File: config.mk
export PLATFORM = sky130hd
export DESIGN_NAME = periph_lock_arbiter
export DESIGN_NICKNAME = d
export VERILOG_FILES = /design/src/rtl/periph_lock_pkg.sv /design/src/rtl/rr_prio_pick.sv /design/src/rtl/periph_lock_arbiter.sv
export SDC_FILE = /design/constraint.sdc
export NUM_CORES = 1
export LEC_CHECK = 0
export CAP_MARGIN = 20
export CORE_MARGIN = 3
export CORE_UTILIZATION = 36
export CTS_CLUSTER_SIZE = 40
export DETAILED_ROUTE_END_ITERATION = 8
export GPL_ROUTABILITY_DRIVEN = 0
export PLACE_DENSITY = 0.7
export SETUP_SLACK_MARGIN = 0.1
export SLEW_MARGIN = 20
export SYNTH_ARGS = -nofsm -noshare
export SYNTH_HDL_FRONTEND = slang
export SYNTH_SLANG_ARGS = --single-unit
File: constraint.sdc
create_clock -name CLK -period 15.23 [get_ports CLK]
set_clock_uncertainty 0.05 [all_clocks]
set_input_delay 1.523 -clock CLK [delete_from_list [all_inputs] [get_ports CLK]]
set_output_delay 1.523 -clock CLK [all_outputs]
set_load 0.005 [all_outputs]
File: src/rtl/periph_lock_pkg.sv
// Shared types and op-word decode for the peripheral lock arbiter.
// The tag-bearing localparams are templates; the top substitutes its own TAG.
package periph_lock_pkg;

    typedef enum logic {
        IDLE = 1'b0,
        HELD = 1'b1
    } state_t;

    localparam logic [3:0]  TAG_DFLT  = 4'hA;
    localparam logic [7:0]  START_HI  = {4'hF, TAG_DFLT};
    localparam logic [15:0] STOP_WORD = {4'hF, TAG_DFLT, 8'hFF};

    typedef struct packed {
        logic       is_start;
        logic [3:0] prio;
        logic       is_stop;
        logic       is_zero;
    } op_dec_t;

    // is_start only checks the frame; a usable request also needs prio != 0
    function automatic op_dec_t decode(input logic [15:0] op,
                                       input logic [7:0]  start_hi,
                                       input logic [15:0] stop_word);
        op_dec_t d;
        d.is_start = (op[15:8] == start_hi) && (op[7:4] == 4'h0);
        d.prio     = op[3:0];
        d.is_stop  = (op == stop_word);
        d.is_zero  = (op == 16'h0000);
        return d;
    endfunction

endpackage

File: src/rtl/rr_prio_pick.sv
// Combinational winner select: highest priority, ties broken by the first
// requester found searching upward from the round-robin pointer.
module rr_prio_pick #(
    parameter int NODES = 4
) (
    input  logic [NODES-1:0]   i_valid,
    input  logic [NODES*4-1:0] i_prio,
    input  logic [2:0]         i_rr_ptr,
    output logic [2:0]         o_winner,
    output logic               o_any_valid
);

    logic [3:0] w_best;
    int         w_idx;

    always_comb begin
        o_winner    = i_rr_ptr;
        o_any_valid = |i_valid;
        w_best      = 4'h0;
        w_idx       = 0;
        // strict > keeps the earliest tied node in search order
        for (int k = 0; k < NODES; k++) begin
            w_idx = int'(i_rr_ptr) + k;
            if (w_idx >= NODES) w_idx = w_idx - NODES;
            if (i_valid[w_idx] && (i_prio[w_idx*4 +: 4] > w_best)) begin
                w_best   = i_prio[w_idx*4 +: 4];
                o_winner = 3'(w_idx);
            end
        end
    end

endmodule

File: src/rtl/periph_lock_arbiter.sv
// Exclusive lock over one 8-bit peripheral shared by NODES op-word buses,
// with priority/round-robin grant and an inactivity forced release.
module periph_lock_arbiter
    import periph_lock_pkg::*;
#(
    parameter int         NODES   = 4,
    parameter logic [3:0] TAG     = TAG_DFLT,
    parameter int         TIMEOUT = 1024
) (
    input  logic                CLK,
    input  logic                RST,
    input  logic [NODES*16-1:0] in_op,
    output logic [7:0]          out_peripheral,
    output logic [NODES-1:0]    grant,
    output logic [2:0]          owner,
    output logic                busy,
    output logic                timeout_evt
);

    localparam logic [7:0]  L_START_HI = {START_HI[7:4], TAG};
    localparam logic [15:0] L_STOP     = {L_START_HI, STOP_WORD[7:0]};
    localparam int          CW         = (TIMEOUT > 0) ? $clog2(TIMEOUT + 1) : 1;
    localparam logic [CW-1:0] L_TC     = (TIMEOUT > 0) ? CW'(TIMEOUT - 1) : '0;

    state_t              r_state;
    logic [7:0]          r_out;
    logic [NODES-1:0]    r_grant;
    logic [2:0]          r_owner;
    logic                r_busy;
    logic                r_tevt;
    logic [CW-1:0]       r_idle_cnt;
    logic [2:0]          r_rr;

    op_dec_t             w_dec [NODES];
    logic [NODES-1:0]    w_valid;
    logic [NODES*4-1:0]  w_prio;
    logic [15:0]         w_own_op;
    op_dec_t             w_own;
    logic                w_own_start;
    logic                w_force;
    logic [2:0]          w_rr_next;
    logic [2:0]          w_win;
    logic                w_any;

    always_comb begin
        w_valid  = '0;
        w_prio   = '0;
        w_own_op = 16'h0000;
        for (int i = 0; i < NODES; i++) begin
            w_dec[i]        = decode(in_op[16*i +: 16], L_START_HI, L_STOP);
            w_valid[i]      = w_dec[i].is_start && (w_dec[i].prio != 4'h0);
            w_prio[4*i +: 4] = w_dec[i].prio;
            if (r_owner == 3'(i)) w_own_op = in_op[16*i +: 16];
        end
        w_own       = decode(w_own_op, L_START_HI, L_STOP);
        w_own_start = w_own.is_start && (w_own.prio != 4'h0);
        w_force     = (TIMEOUT != 0) && w_own.is_zero && (r_idle_cnt == L_TC);
        w_rr_next   = (r_owner == 3'(NODES - 1)) ? 3'd0 : r_owner + 3'd1;
    end

    rr_prio_pick #(
        .NODES (NODES)
    ) u_pick (
        .i_valid     (w_valid),
        .i_prio      (w_prio),
        .i_rr_ptr    (r_rr),
        .o_winner    (w_win),
        .o_any_valid (w_any)
    );

    always_ff @(posedge CLK or posedge RST) begin
        if (RST) begin
            r_state    <= IDLE;
            r_out      <= 8'h00;
            r_grant    <= '0;
            r_owner    <= 3'd0;
            r_busy     <= 1'b0;
            r_tevt     <= 1'b0;
            r_idle_cnt <= '0;
            r_rr       <= 3'd0;
        end else begin
            r_tevt <= 1'b0;
            case (r_state)
                IDLE: begin
                    r_out <= 8'h00;
                    if (w_any) begin
                        r_grant    <= NODES'(1) << w_win;
                        r_owner    <= w_win;
                        r_busy     <= 1'b1;
                        r_idle_cnt <= '0;
                        r_state    <= HELD;
                    end
                end
                HELD: begin
                    if (w_own.is_stop || w_force) begin
                        r_state <= IDLE;
                        r_grant <= '0;
                        r_busy  <= 1'b0;
                        r_out   <= 8'h00;
                        r_rr    <= w_rr_next;
                        r_tevt  <= w_force;
                    end else if (w_own_start) begin
                        r_out      <= 8'h00;
                        r_idle_cnt <= '0;
                    end else if (w_own.is_zero) begin
                        if (r_idle_cnt != '1) r_idle_cnt <= r_idle_cnt + 1'b1;
                    end else begin
                        r_out      <= w_own_op[7:0];
                        r_idle_cnt <= '0;
                    end
                end
                default: r_state <= IDLE;
            endcase
        end
    end

    assign out_peripheral = r_out;
    assign grant          = r_grant;
    assign owner          = r_owner;
    assign busy           = r_busy;
    assign timeout_evt    = r_tevt;

endmodule

Word-level counts from Yosys, hierarchy flattened
Cells that the tools add are included.
{"block": "word_totals", "output_inout_bits": 17, "reg_bits": 32, "inputBits": 66, "wordCells": 133}
{"block": "op_classes", "n_bitwise": 1, "n_addsub": 9, "shift": 5, "n_reduce_logical": 33, "magnitude_cmp": 12, "eq_ne": 16, "muxes": 49}
{"cell": "32-bit by 4-bit less-than comparator with 1-bit output (second input constant)", "count": 4}
{"cell": "32-bit two-way mux", "count": 4}
{"cell": "16-bit by 32-bit indexed part select with 4-bit output", "count": 4}
{"cell": "32-bit by 4-bit greater-or-equal comparator with 1-bit output (second input constant)", "count": 3}
{"cell": "32-bit by 4-bit subtractor with 32-bit output (second input constant)", "count": 3}
{"cell": "16-bit two-way mux", "count": 4}
{"cell": "11-bit two-way mux", "count": 5}
{"cell": "8-bit equality test (second input constant)", "count": 5}
{"cell": "8-bit two-way mux", "count": 3}
{"cell": "11-bit one-hot mux with 2 select lines", "count": 1}
{"cell": "4-bit logical NOT", "count": 5}
{"cell": "4-bit two-way mux", "count": 5}
{"cell": "4-bit nonzero test", "count": 5}
{"cell": "16-bit equality test (second input constant)", "count": 1}
{"cell": "16-bit logical NOT", "count": 1}
{"cell": "8-bit one-hot mux with 2 select lines", "count": 1}
{"cell": "1-bit logical AND", "count": 15}
{"cell": "3-bit two-way mux", "count": 5}
{"cell": "1-bit two-way mux", "count": 14}
{"cell": "4-bit > comparator", "count": 3}
{"cell": "11-bit by 1-bit adder with 11-bit output (second input constant)", "count": 1}
{"cell": "11-bit by 10-bit equality test with 1-bit output (second input constant)", "count": 1}
{"cell": "11-bit != test (second input constant)", "count": 1}
{"cell": "3-bit by 2-bit adder with 4-bit output (second input constant)", "count": 2}
{"cell": "20 further kinds", "count": 29}

Depth between registers and ports, before layout
Gate-level depths: netlist (run 1).
{"block": "logic_depth", "ltp_word": 20, "mapped_depth": 32, "mapped_depth_nobuf": 30}

By module
A second synthesis (run 1) with hierarchy kept.
{"block": "unflattened", "cells_unflattened": 379, "hier_area_um2": 3502.1}
{"mod": "periph_lock_arbiter", "instances": 1, "area_each_um2": 2362.3, "seq_area_each_um2": 800.8, "cells_each": 250}
{"mod": "rr_prio_pick", "instances": 1, "area_each_um2": 1139.8, "seq_area_each_um2": 0.0, "cells_each": 129}

Least setup slack after synthesis (run 1)
Ideal clock, no wire load.
{"block": "synth_timing", "path_kind": "input to register", "from": "input in_op[4]", "to": "register r_grant[3], in the netlist grant[3]", "setup_time_ps": 101, "path_buffers": 1, "t_arrival_ps": 6736, "path_stages": 27, "setup_slack_ps": 8343, "required_time_ps": 15079, "path_cell_list": "nor4b_1 > nand4_1 > mux4_2 > a21oi_1 > o211a_1 > inv_1 > ha_1 > nor2b_1 > o21ai_0 > a21oi_1 > o31ai_4 > o21ai_0 > ha_1 > nand4_1 > o21ai_0 > a21oi_1 > o21a_1 > and2_1 > clkbuf_1 > nor2_1 > a21oi_1 > ha_1 > o211ai_1 > nor2_1 > a311o_1 > o31a_1 > o32ai_1"}
{"block": "synth_between", "elab_chain_len": 20, "word_cells_on_any_way": 44, "cone_classes": "order compare (3); eq/ne (3); shift (1); mux (25); reduce/logical (12)"}
{"item": "start, declared", "line": "periph_lock_arbiter.sv:12", "text": "input logic [NODES*16-1:0] in_op,"}
{"item": "4-bit logical NOT", "line": "periph_lock_pkg.sv:26", "text": "d.is_start = (op[15:8] == start_hi) && (op[7:4] == 4'h0);"}
{"item": "1-bit logical AND", "line": "periph_lock_pkg.sv:26"}
{"item": "1-bit logical AND", "line": "periph_lock_arbiter.sv:51", "text": "w_valid[i] = w_dec[i].is_start && (w_dec[i].prio != 4'h0);"}
{"item": "1-bit binary-select mux with 2-bit select", "line": "rr_prio_pick.sv:25", "text": "if (i_valid[w_idx] && (i_prio[w_idx*4 +: 4] > w_best)) begin"}
{"item": "1-bit two-way mux (not written as such) (2 in a row)", "line": "rr_prio_pick.sv:25"}
{"item": "1-bit logical AND", "line": "rr_prio_pick.sv:25"}
{"item": "4-bit two-way mux", "line": "rr_prio_pick.sv:25"}
{"item": "4-bit > comparator", "line": "rr_prio_pick.sv:25"}
{"item": "[3 not listed]"}
{"item": "1-bit logical AND", "line": "rr_prio_pick.sv:25"}
{"item": "4-bit two-way mux", "line": "rr_prio_pick.sv:25"}
{"item": "4-bit > comparator", "line": "rr_prio_pick.sv:25"}
{"item": "1-bit logical AND", "line": "rr_prio_pick.sv:25"}
{"item": "3-bit two-way mux", "line": "rr_prio_pick.sv:25"}
{"item": "1-bit by 3-bit left shift with 4-bit output", "line": "periph_lock_arbiter.sv:87", "text": "r_grant <= NODES'(1) << w_win;"}
{"item": "4-bit two-way mux", "line": "periph_lock_arbiter.sv:86", "text": "if (w_any) begin"}
{"item": "4-bit one-hot mux with 2 select lines", "line": "periph_lock_arbiter.sv:83", "text": "case (r_state)"}
{"item": "end signal, assigned", "line": "periph_lock_arbiter.sv:87"}
{"item": "end, declared", "line": "periph_lock_arbiter.sv:27", "text": "logic [NODES-1:0] r_grant;"}
Parallel ways exist; a longest one is shown, timed or not. The select of a mux whose other input is x is not followed.
A chain may end at the register's enable or synchronous reset.

Final worst setup path (run 1)
{"block": "layout_timing", "from": "input in_op[63]", "to": "register r_grant[2], in the netlist grant[2]"}
{"block": "layout_between", "elab_chain_len": 20, "word_cells_on_any_way": 41, "cone_classes": "order compare (3); eq/ne (4); shift (1); mux (22); reduce/logical (11)"}
{"item": "8-bit equality test", "line": "periph_lock_pkg.sv:26"}
{"item": "1-bit logical AND", "line": "periph_lock_pkg.sv:26"}
{"item": "1-bit logical AND", "line": "periph_lock_arbiter.sv:51"}
{"item": "1-bit binary-select mux with 2-bit select", "line": "rr_prio_pick.sv:25"}
{"item": "1-bit two-way mux (not written as such) (2 in a row)", "line": "rr_prio_pick.sv:25"}
{"item": "1-bit logical AND", "line": "rr_prio_pick.sv:25"}
{"item": "4-bit two-way mux", "line": "rr_prio_pick.sv:25"}
{"item": "4-bit > comparator", "line": "rr_prio_pick.sv:25"}
{"item": "[3 not listed]"}
{"item": "1-bit logical AND", "line": "rr_prio_pick.sv:25"}
{"item": "4-bit two-way mux", "line": "rr_prio_pick.sv:25"}
{"item": "4-bit > comparator", "line": "rr_prio_pick.sv:25"}
{"item": "1-bit logical AND", "line": "rr_prio_pick.sv:25"}
{"item": "3-bit two-way mux", "line": "rr_prio_pick.sv:25"}
{"item": "1-bit by 3-bit left shift with 4-bit output", "line": "periph_lock_arbiter.sv:87"}
{"item": "4-bit two-way mux", "line": "periph_lock_arbiter.sv:86"}
{"item": "4-bit one-hot mux with 2 select lines", "line": "periph_lock_arbiter.sv:83"}
Parallel ways exist; a longest one is shown, timed or not. The select of a mux whose other input is x is not followed.

==> impl_metrics.env, run 1 <==
export IMPL_post_cts_buffers=0
export IMPL_row_count=36
export IMPL_place_hpwl_microns=9050
export IMPL_viasPerCell=5.85
export IMPL_relSlewSlack_pct=26.6
export IMPL_worstMarginPinSlew_ns=1.10
export IMPL_synthFlopType="dfrtp_1"
export IMPL_yosysWarnings=0
export IMPL_cts_tree="built"
export IMPL_vias=3775
export IMPL_arrival_ns=8.12
export IMPL_grtUsageTotal_pct=19.8
export IMPL_cts_htree_levels=2
export IMPL_regToRegStartpoint="r_rr[1]"
export IMPL_internal_power_mw=0.181
export IMPL_syn_area_sq_um=3660
export IMPL_floorplan_die_height_microns=107
export IMPL_clk_pin_slew_ns=0.07
export IMPL_yosysTopAreaCell="dfrtp_1"
export IMPL_drt_wl_total_microns=11500
export IMPL_cts_resized=0
export IMPL_cp_buffers_inverters=2
export IMPL_clockBufferDepth=2
export IMPL_worst_setup_path_type="input port to flop"
export IMPL_setup_violations=0
export IMPL_dpl_instance_area_sq_um=4530
export IMPL_max_freq_mhz=125
export IMPL_startpoint="in_op[63]"
export IMPL_core_area_sq_um=9820
export IMPL_fillCellCount=968
export IMPL_die_x_microns=107
export IMPL_switching_share_pct=30.2
export IMPL_multiInputGateArea_sq_um=2620
export IMPL_remaining_drc_errors=0
export IMPL_synth_ff_latch_count=32
export IMPL_max_cap_violations=0
export IMPL_wl_per_cell_microns=17.8
export IMPL_critPathSlowestCell="mux4_2"
export IMPL_antennaDiodeCount=0
export IMPL_dieArea_sq_um=11400
export IMPL_drive_gt1_share_pct=5.47
export IMPL_overflow=0
export IMPL_port_buffer_count=82
export IMPL_crit_family="compound AO/OA/AOI/OAI gates"
export IMPL_fin_ws_ns=7.23
export IMPL_grt_pass1_wl_microns=18300
export IMPL_vdd_drop_max_mv=0.0600
export IMPL_hold_start="r_idle_cnt[5]"
export IMPL_clockPowerShare_pct=30.7
export IMPL_place_ws_ns=7.05
export IMPL_async_reset_ff_share_pct=100
export IMPL_worst_path_max_fanout=8
export IMPL_fin_area_sq_um=4640
export IMPL_seq_area_frac_synth_pct=21.9
export IMPL_cts_sinks=32
export IMPL_num_io_pins=83
export IMPL_min_period_ns=8.00
export IMPL_hold_viol_final=0
export IMPL_cp_end_kind="flop"
export IMPL_cts_inserted_buffers=5
export IMPL_first_pass_iters=5
export IMPL_clock_latency_ns=0.28
export IMPL_antenna_found_initial=0
export IMPL_cts_hold_buffers=0
export IMPL_period_share_pct=52.5
export IMPL_seq_power_share_pct=39.2
export IMPL_netlist_area_leader_share_pct=21.9
export IMPL_regArea_sq_um=801
export IMPL_cpPeakStageDelay_ns=0.56
export IMPL_synth_edf_count=0
export IMPL_status="complete, no violations"
export IMPL_startpoint_type="input port"
export IMPL_p_per_area_nw_per_um2=55.8
export IMPL_synthTopCellsByArea="dfrtp_1 22%, ha_1 8.5%, mux2i_1 5.5%"
export IMPL_rsz0062_at_grt="no"
export IMPL_cp_required_ns=15.36
export IMPL_critPathMostFrequentCell="o21ai_0"
export IMPL_grt_max_degree=41
export IMPL_root_buffer="clkbuf_8"
export IMPL_synth_fp_nets=535
export IMPL_nNetsFinal=602
export IMPL_antenna_left=0
export IMPL_syn_to_final_growth_pct=26.8
export IMPL_initial_core_util_pct=37.3
export IMPL_fin_tns_setup_ns=0
export IMPL_power_frac_comb_pct=30.1
export IMPL_syn_avg_cell_area_sq_um=8.24
export IMPL_drtIter0Drc=203
export IMPL_finalMaxSlewViolations=0
export IMPL_p_switching_mw=0.0784
export IMPL_synth_distinct_cells=63
export IMPL_final_util_pct=47.3
export IMPL_synthCells=444
export IMPL_p_leak_nw=1.84
export IMPL_hold_class="flop to flop"
export IMPL_grt_pass1_vias=3607
[path summary, 6_finish.rpt]
kind | end | slack (ns) | cells past startpoint
max | grant[2] | 7.23 | 30
min | r_idle_cnt[5] | 0.44 | 1
max reg2reg | grant[2] | 7.80 | 29
min reg2reg | r_idle_cnt[5] | 0.44 | 1
max in group asynchronous | r_idle_cnt[10] | 13.26 | 3
min in group asynchronous | r_idle_cnt[3] | 1.58 | 3
[logic make-up after synthesis]
| family | share of synthesized area, % |
|---|---|
| buf+inv | 6.50 |
| xor+xnor | 1.44 |
| fa+ha+maj | 8.55 |
| mux | 11.6 |
| simple gates | 25.8 |
| compound gates | 24.2 |
| flops | 21.9 |
[flip-flops by register name (all words and copies together), names as in the netlist]
name and count:
r_idle_cnt 11, out_peripheral 8, grant 4, owner 3
r_rr 3, busy 1, r_state 1, timeout_evt 1
[worst register-to-register path: cells and delay by family (launching register included)]
kind | cells | cell delay, ns
AO/OA/AOI/OAI | 15 | 3.02
adder cells (fa/ha/maj) | 4 | 1.74
buffers and inverters | 3 | 1.06
flip-flops | 1 | 0.79
AND/OR/NAND/NOR | 7 | 0.67
[cell usage after synthesis, types with 7 or more instances]
master and number:
nor4b_1 8, dfrtp_1 32, mux4_2 7, nor2b_1 7
nand3_1 7, and3_1 8, nand2b_1 19, and3b_1 8
o21ai_0 21, nand4_1 14, nor3_1 7, mux2i_1 20
nor2_1 19, ha_1 25, a21oi_1 34, a31oi_1 15
clkbuf_1 12, inv_1 25, nand2_1 40
[layout by cell type, fill, tap and decap left out, drive strengths merged, types with 14 or more instances in the layout]
master and instances:
clkdlybuf4s50 82, nand2 40, a21oi 38, dfrtp 32
o21ai 26, inv 25, ha 25, mux2i 20
nor2 19, nand2b 19, a31oi 15, nand4 14
[per-stage QoR]
| step | total power [mW] | hold slack, ns | cells |
|---|---|---|---|
| finish | 0.259 | 0.443 | 645 |
| global route | 0.273 | 0.484 | 645 |
| CTS | 0.261 | 0.444 | 645 |
| detailed placement | 0.180 | 0.427 | 637 |
| global placement | 0.177 | 0.420 | 637 |
| floorplan | 0.143 | 0.406 | 444 |
[metal layers]
metal,part of all wire (%),vias to the layer above,track usage (%),wire length (microns)
li1,-,1810,-,-
met1,44,1820,27.8,5050
met2,49,135,32.9,5580
met3,6.8,10,2.35,784
met4,0.68,0,3.74,78
met5,0,-,0,0
[power groups by stage]
stage / sequential, mW / combinational (mW) / clock, mW
global route: 0.103 / 0.0847 / 0.0850
floorplan: 0.101 / 0.0425 / 0
detailed placement: 0.103 / 0.0767 / 0
CTS: 0.102 / 0.0772 / 0.0817
global placement: 0.102 / 0.0748 / 0
finish: 0.102 / 0.0779 / 0.0796
[area by class of cell]
| cell class | instances | area share (%) |
|---|---|---|
| well taps | 133 | 3.59 |
| clock buffers | 5 | 1.48 |
| flip-flops and latches | 32 | 17.3 |
| repair buffers | 84 | 18.0 |
| clock inverters | 3 | 0.917 |
| inverters | 28 | 2.26 |
| multi-input cells | 360 | 56.5 |
(Power assumes the default switching activity.)
==> run 2, diff against run 1 <==
==> constraint.sdc (replaced) <==
create_clock -name CLK -period 7.8 [get_ports CLK]
set_clock_uncertainty 0.05 [all_clocks]
set_input_delay 0.78 -clock CLK [delete_from_list [all_inputs] [get_ports CLK]]
set_output_delay 0.78 -clock CLK [all_outputs]
set_load 0.005 [all_outputs]
==> impl_metrics.env, run 2 (synthesis gave the netlist of run 1 again) <==
export IMPL_hold_class="flop to flop"
export IMPL_fin_area_sq_um=4670
export IMPL_grt_pass1_wl_microns=18800
export IMPL_layout_common_cells="82 x clkdlybuf4s50_1, 40 x nand2_1, 32 x a21oi_1, 32 x dfrtp_1, 25 x inv_1"
export IMPL_cts_tree="built"
export IMPL_largest_reg_flops=11
export IMPL_final_util_pct=47.5
export IMPL_hold_slack_ns=0.444
export IMPL_nNetsFinal=604
export IMPL_relSlewSlack_pct=29.2
export IMPL_rr_worst_depth=27
export IMPL_place_ws_ns=0.333
export IMPL_critPathMostFrequentCell="ha_1"
export IMPL_fin_tns_setup_ns=0
export IMPL_largest_register="r_idle_cnt"
export IMPL_die_x_microns=107
export IMPL_clock_latency_ns=0.29
export IMPL_worst_setup_path_type="input port to flop"
export IMPL_cp_end_kind="flop"
export IMPL_vias=3834
export IMPL_setup_violations=0
export IMPL_cp_required_ns=7.93
export IMPL_critPathSlowestCell="mux4_2"
export IMPL_place_hpwl_microns=9180
export IMPL_first_pass_iters=6
export IMPL_max_cap_violations=0
export IMPL_cts_sinks=32
export IMPL_crit_family="compound AO/OA/AOI/OAI gates"
export IMPL_drt_wl_total_microns=11700
export IMPL_drive_gt1_share_pct=6.42
export IMPL_fin_ws_ns=0.677
export IMPL_initial_core_util_pct=37.3
export IMPL_grt_pass1_vias=3696
export IMPL_grt_max_degree=41
export IMPL_clockBufferDepth=2
export IMPL_overflow=0
export IMPL_arrival_ns=7.25
export IMPL_final_cells=647
export IMPL_post_place_cells=639
export IMPL_cts_inserted_buffers=5
export IMPL_period_share_pct=91.3
export IMPL_clk_pin_slew_ns=0.07
export IMPL_rsz0062_at_grt="no"
export IMPL_p_leak_nw=1.85
export IMPL_viasPerCell=5.93
export IMPL_startpoint_type="input port"
export IMPL_port_buffer_count=82
export IMPL_max_freq_mhz=140
export IMPL_cts_htree_levels=2
export IMPL_root_buffer="clkbuf_8"
export IMPL_finalMaxSlewViolations=0
export IMPL_power_mw=0.510
export IMPL_hold_start="busy"
export IMPL_multiInputGateArea_sq_um=2630
export IMPL_antenna_left=0
export IMPL_startpoint="in_op[36]"
export IMPL_regToRegStartpoint="r_rr[1]"
export IMPL_remaining_drc_errors=0
export IMPL_worst_path_max_fanout=8
export IMPL_floorplan_die_height_microns=107
export IMPL_cp_buffers_inverters=2
export IMPL_fillCellCount=987
export IMPL_num_io_pins=83
export IMPL_regArea_sq_um=801
export IMPL_antennaDiodeCount=0
export IMPL_dieArea_sq_um=11400
export IMPL_worstMarginPinSlew_ns=1.05
export IMPL_vdd_drop_max_mv=0.131
export IMPL_hold_depth=1
export IMPL_row_count=36
export IMPL_drtIter0Drc=228
export IMPL_antenna_found_initial=0
export IMPL_final_common_cell="clkdlybuf4s50_1"
export IMPL_cpPeakStageDelay_ns=0.56
export IMPL_p_per_area_nw_per_um2=109
export IMPL_syn_to_final_growth_pct=27.5
export IMPL_status="complete, no violations"
export IMPL_min_period_ns=7.12
export IMPL_hold_viol_final=0
export IMPL_core_area_sq_um=9820
export IMPL_crit_cells=27
export IMPL_grtUsageTotal_pct=20.2
export IMPL_dpl_instance_area_sq_um=4540
export IMPL_wl_per_cell_microns=18.1
-- run 2: cell count changes in the layout (fill, tap and decap cells not counted) --
| cell | delta |
|---|---|
| buf_4 | +2 |
| a21oi_2 | +2 |
| a21oi_1 | -2 |
| ha_1 | -1 |
| ha_2 | +1 |
-- run 2: worst reg2reg max path: cells and delay by family (launching register included) --
family | cells | cell delay [ns]
AO/OA/AOI/OAI | 14 | 3.02
adder cells (fa/ha/maj) | 4 | 1.27
flip-flops | 1 | 0.79
buffers and inverters | 4 | 0.79
AND/OR/NAND/NOR | 5 | 0.65
-- run 2: final timing paths --
check                                     to  slack (ns)
max                                 grant[2]        0.68
min                                     busy        0.44
max reg2reg                         grant[2]        1.11
min reg2reg                             busy        0.44
max in group asynchronous  out_peripheral[7]        6.57
min in group asynchronous           grant[1]        0.83
-- run 2: per-layer routing --
| layer | global-route usage (%) | wire length, microns | share of wire, % |
|---|---|---|---|
| met3 | 2.83 | 738 | 6.3 |
| met2 | 34.0 | 5670 | 48 |
| met5 | 0 | 0 | 0 |
| met4 | 3.93 | 137 | 1.2 |
| met1 | 27.7 | 5180 | 44 |
-- run 2: layout make-up --
| class | count | area share, % |
|---|---|---|
| clock buffer | 5 | 1.47 |
| tap | 133 | 3.57 |
| timing repair buffer | 86 | 18.2 |
| sequential | 32 | 17.2 |
| clock inverter | 3 | 0.912 |
| inverter | 28 | 2.25 |
| multi-input combinational | 360 | 56.4 |
-- run 2: power by group --
| part | switching [mW] | total (mW) | internal, mW | leakage, nW |
|---|---|---|---|---|
| sequential | 0.0166 | 0.198 | 0.182 | 0.404 |
| combinational | 0.0754 | 0.153 | 0.0773 | 1.39 |
| clock | 0.0652 | 0.160 | 0.0945 | 0.0541 |
| total | 0.157 | 0.510 | 0.353 | 1.85 |
-- run 2: repair_timing --
action	CTS	global route
endpoints found under the setup margin	0	6
setup buffers	0	0
resized for setup	0	2
hold buffers	0	0
==> run 3, diff against run 2 <==
--- a/config.mk
+++ b/config.mk
@@ -13,7 +13,7 @@
 export GPL_ROUTABILITY_DRIVEN = 0
 export PLACE_DENSITY = 0.7
 export SETUP_SLACK_MARGIN = 0.1
-export SLEW_MARGIN = 20
+export SLEW_MARGIN = 5
 export SYNTH_ARGS = -nofsm -noshare
 export SYNTH_HDL_FRONTEND = slang
 export SYNTH_SLANG_ARGS = --single-unit
==> impl_metrics.env, run 3 (synthesis gave the netlist of run 1 again) <==
export IMPL_worstMarginPinSlew_ns=1.04
export IMPL_hold_slack_ns=0.446
export IMPL_initial_core_util_pct=37.3
export IMPL_grt_max_degree=41
export IMPL_fin_tns_setup_ns=0
export IMPL_drtIter0Drc=259
export IMPL_regToRegStartpoint="r_rr[1]"
export IMPL_nNetsFinal=608
export IMPL_fillCellCount=981
export IMPL_status="complete, no violations"
export IMPL_p_per_area_nw_per_um2=108
export IMPL_largest_reg_flops=11
export IMPL_arrival_ns=7.27
export IMPL_syn_to_final_growth_pct=28.8
export IMPL_cp_end_kind="flop"
export IMPL_first_pass_iters=5
export IMPL_relSlewSlack_pct=29.9
export IMPL_vdd_drop_max_mv=0.132
export IMPL_dieArea_sq_um=11400
export IMPL_wl_per_cell_microns=18.1
export IMPL_grt_pass1_vias=3696
export IMPL_reg2reg_slack_ns=1.10
export IMPL_core_area_sq_um=9820
export IMPL_worst_setup_path_type="input port to flop"
export IMPL_hold_class="flop to flop"
export IMPL_min_period_ns=7.13
export IMPL_overflow=0
export IMPL_cts_sinks=32
export IMPL_place_hpwl_microns=9180
export IMPL_setup_violations=0
export IMPL_clock_latency_ns=0.29
export IMPL_cp_endpoint="grant[2]"
export IMPL_root_buffer="clkbuf_8"
export IMPL_multiInputGateArea_sq_um=2630
export IMPL_clockBufferDepth=2
export IMPL_max_cap_violations=0
export IMPL_startpoint="in_op[36]"
export IMPL_cp_required_ns=7.93
export IMPL_regArea_sq_um=801
export IMPL_num_io_pins=83
export IMPL_row_count=36
export IMPL_worst_path_max_fanout=8
export IMPL_floorplan_die_height_microns=107
export IMPL_antennaDiodeCount=0
export IMPL_port_buffer_count=82
export IMPL_grtUsageTotal_pct=20.2
export IMPL_grt_pass1_wl_microns=18800
export IMPL_period_share_pct=91.5
export IMPL_max_freq_mhz=140
export IMPL_die_x_microns=107
export IMPL_cts_inserted_buffers=5
export IMPL_rsz0062_at_grt="no"
export IMPL_cts_hold_buffers=0
export IMPL_remaining_drc_errors=0
export IMPL_p_leak_nw=1.88
export IMPL_final_common_cell="clkdlybuf4s50_1"
export IMPL_antenna_found_initial=0
export IMPL_r2r_end="grant[2]"
export IMPL_viasPerCell=5.91
export IMPL_rr_worst_depth=27
export IMPL_largest_register="r_idle_cnt"
export IMPL_drive_gt1_share_pct=6.95
export IMPL_clk_pin_slew_ns=0.07
export IMPL_startpoint_type="input port"
export IMPL_hold_viol_final=0
export IMPL_cts_tree="built"
export IMPL_antenna_left=0
export IMPL_drt_wl_total_microns=11800
export IMPL_layout_common_cells="82 x clkdlybuf4s50_1, 40 x nand2_1, 32 x a21oi_1, 32 x dfrtp_1"
export IMPL_finalMaxSlewViolations=0
export IMPL_cts_htree_levels=2
export IMPL_vias=3849
-- run 3: cell types whose count changed in the layout (fill, tap and decap cells not counted), sizes merged --
cell  change
buf       +4
-- run 3: stage by stage --
step / util [%] / area, sq um / setup slack, ns / cells / total power [mW]
after detailed placement: 46.3 / 4540 / 0.333 / 639 / 0.351
after global placement: 46.3 / 4540 / 0.675 / 639 / 0.346
after floorplan: - / 3660 / 1.66 / 444 / 0.279
final: 48.0 / 4710 / 0.665 / 651 / 0.511
after CTS: 47.4 / 4660 / 0.634 / 647 / 0.512
after global routing: 48.0 / 4710 / 0.167 / 651 / 0.536
-- run 3: per-layer routing --
metal,GRT usage [%],up-vias,wire (microns)
li1,-,1826,-
met1,27.7,1884,5220
met2,34.0,124,5740
met3,2.83,15,683
met4,3.93,0,148
met5,0,-,0
-- run 3: where the power goes --
group          switching, mW  internal [mW]
combinational         0.0754         0.0774
sequential            0.0165          0.182
clock                 0.0655         0.0945
total                  0.157          0.353
-- run 3: how the worst min path moves through the flow --
stage | cells after the start | slack [ns] | endpoint | start
2_1_floorplan | 1 | 0.41 | r_idle_cnt[5] | r_idle_cnt[5]
6_report | 1 | 0.45 | r_idle_cnt[5] | r_idle_cnt[5]
4_1_cts | 1 | 0.45 | busy | busy
5_1_grt | 1 | 0.47 | busy | busy
3_5_place_dp | 1 | 0.42 | busy | busy
3_3_place_gp | 1 | 0.42 | busy | busy
-- run 3: layout make-up --
cell class,count,share of cell area (%)
Sequential cell,32,17.0
Tap cell,133,3.53
Multi-Input combinational cell,360,55.8
Inverter,28,2.23
Timing Repair Buffer,90,19.1
Clock inverter,3,0.903
Clock buffer,5,1.46
-- run 3: critical path, cell delays in order --
cell	delay, ns
clkdlybuf4s50_1	0.44
nor4b_1	0.45
nand4_1	0.34
mux4_2	0.56
a21oi_2	0.22
o211a_1	0.20
inv_1	0.04
ha_1	0.27
nor2b_1	0.13
o21ai_0	0.13
a21oi_2	0.27
o31ai_4	0.17
o21ai_0	0.34
ha_1	0.30
nand4_1	0.09
o21ai_0	0.09
a21oi_1	0.20
o21a_1	0.22
and2_1	0.27
nor2_1	0.06
a21oi_1	0.16
ha_1	0.27
o211ai_1	0.34
nor2_1	0.13
a311o_1	0.35
o31a_1	0.14
o32ai_1	0.30
-- run 3: timing repair --
action | in CTS | in global routing
buffers inserted | 0 | 3
setup endpoints to repair | 0 | 6
gates resized for setup | 0 | 2
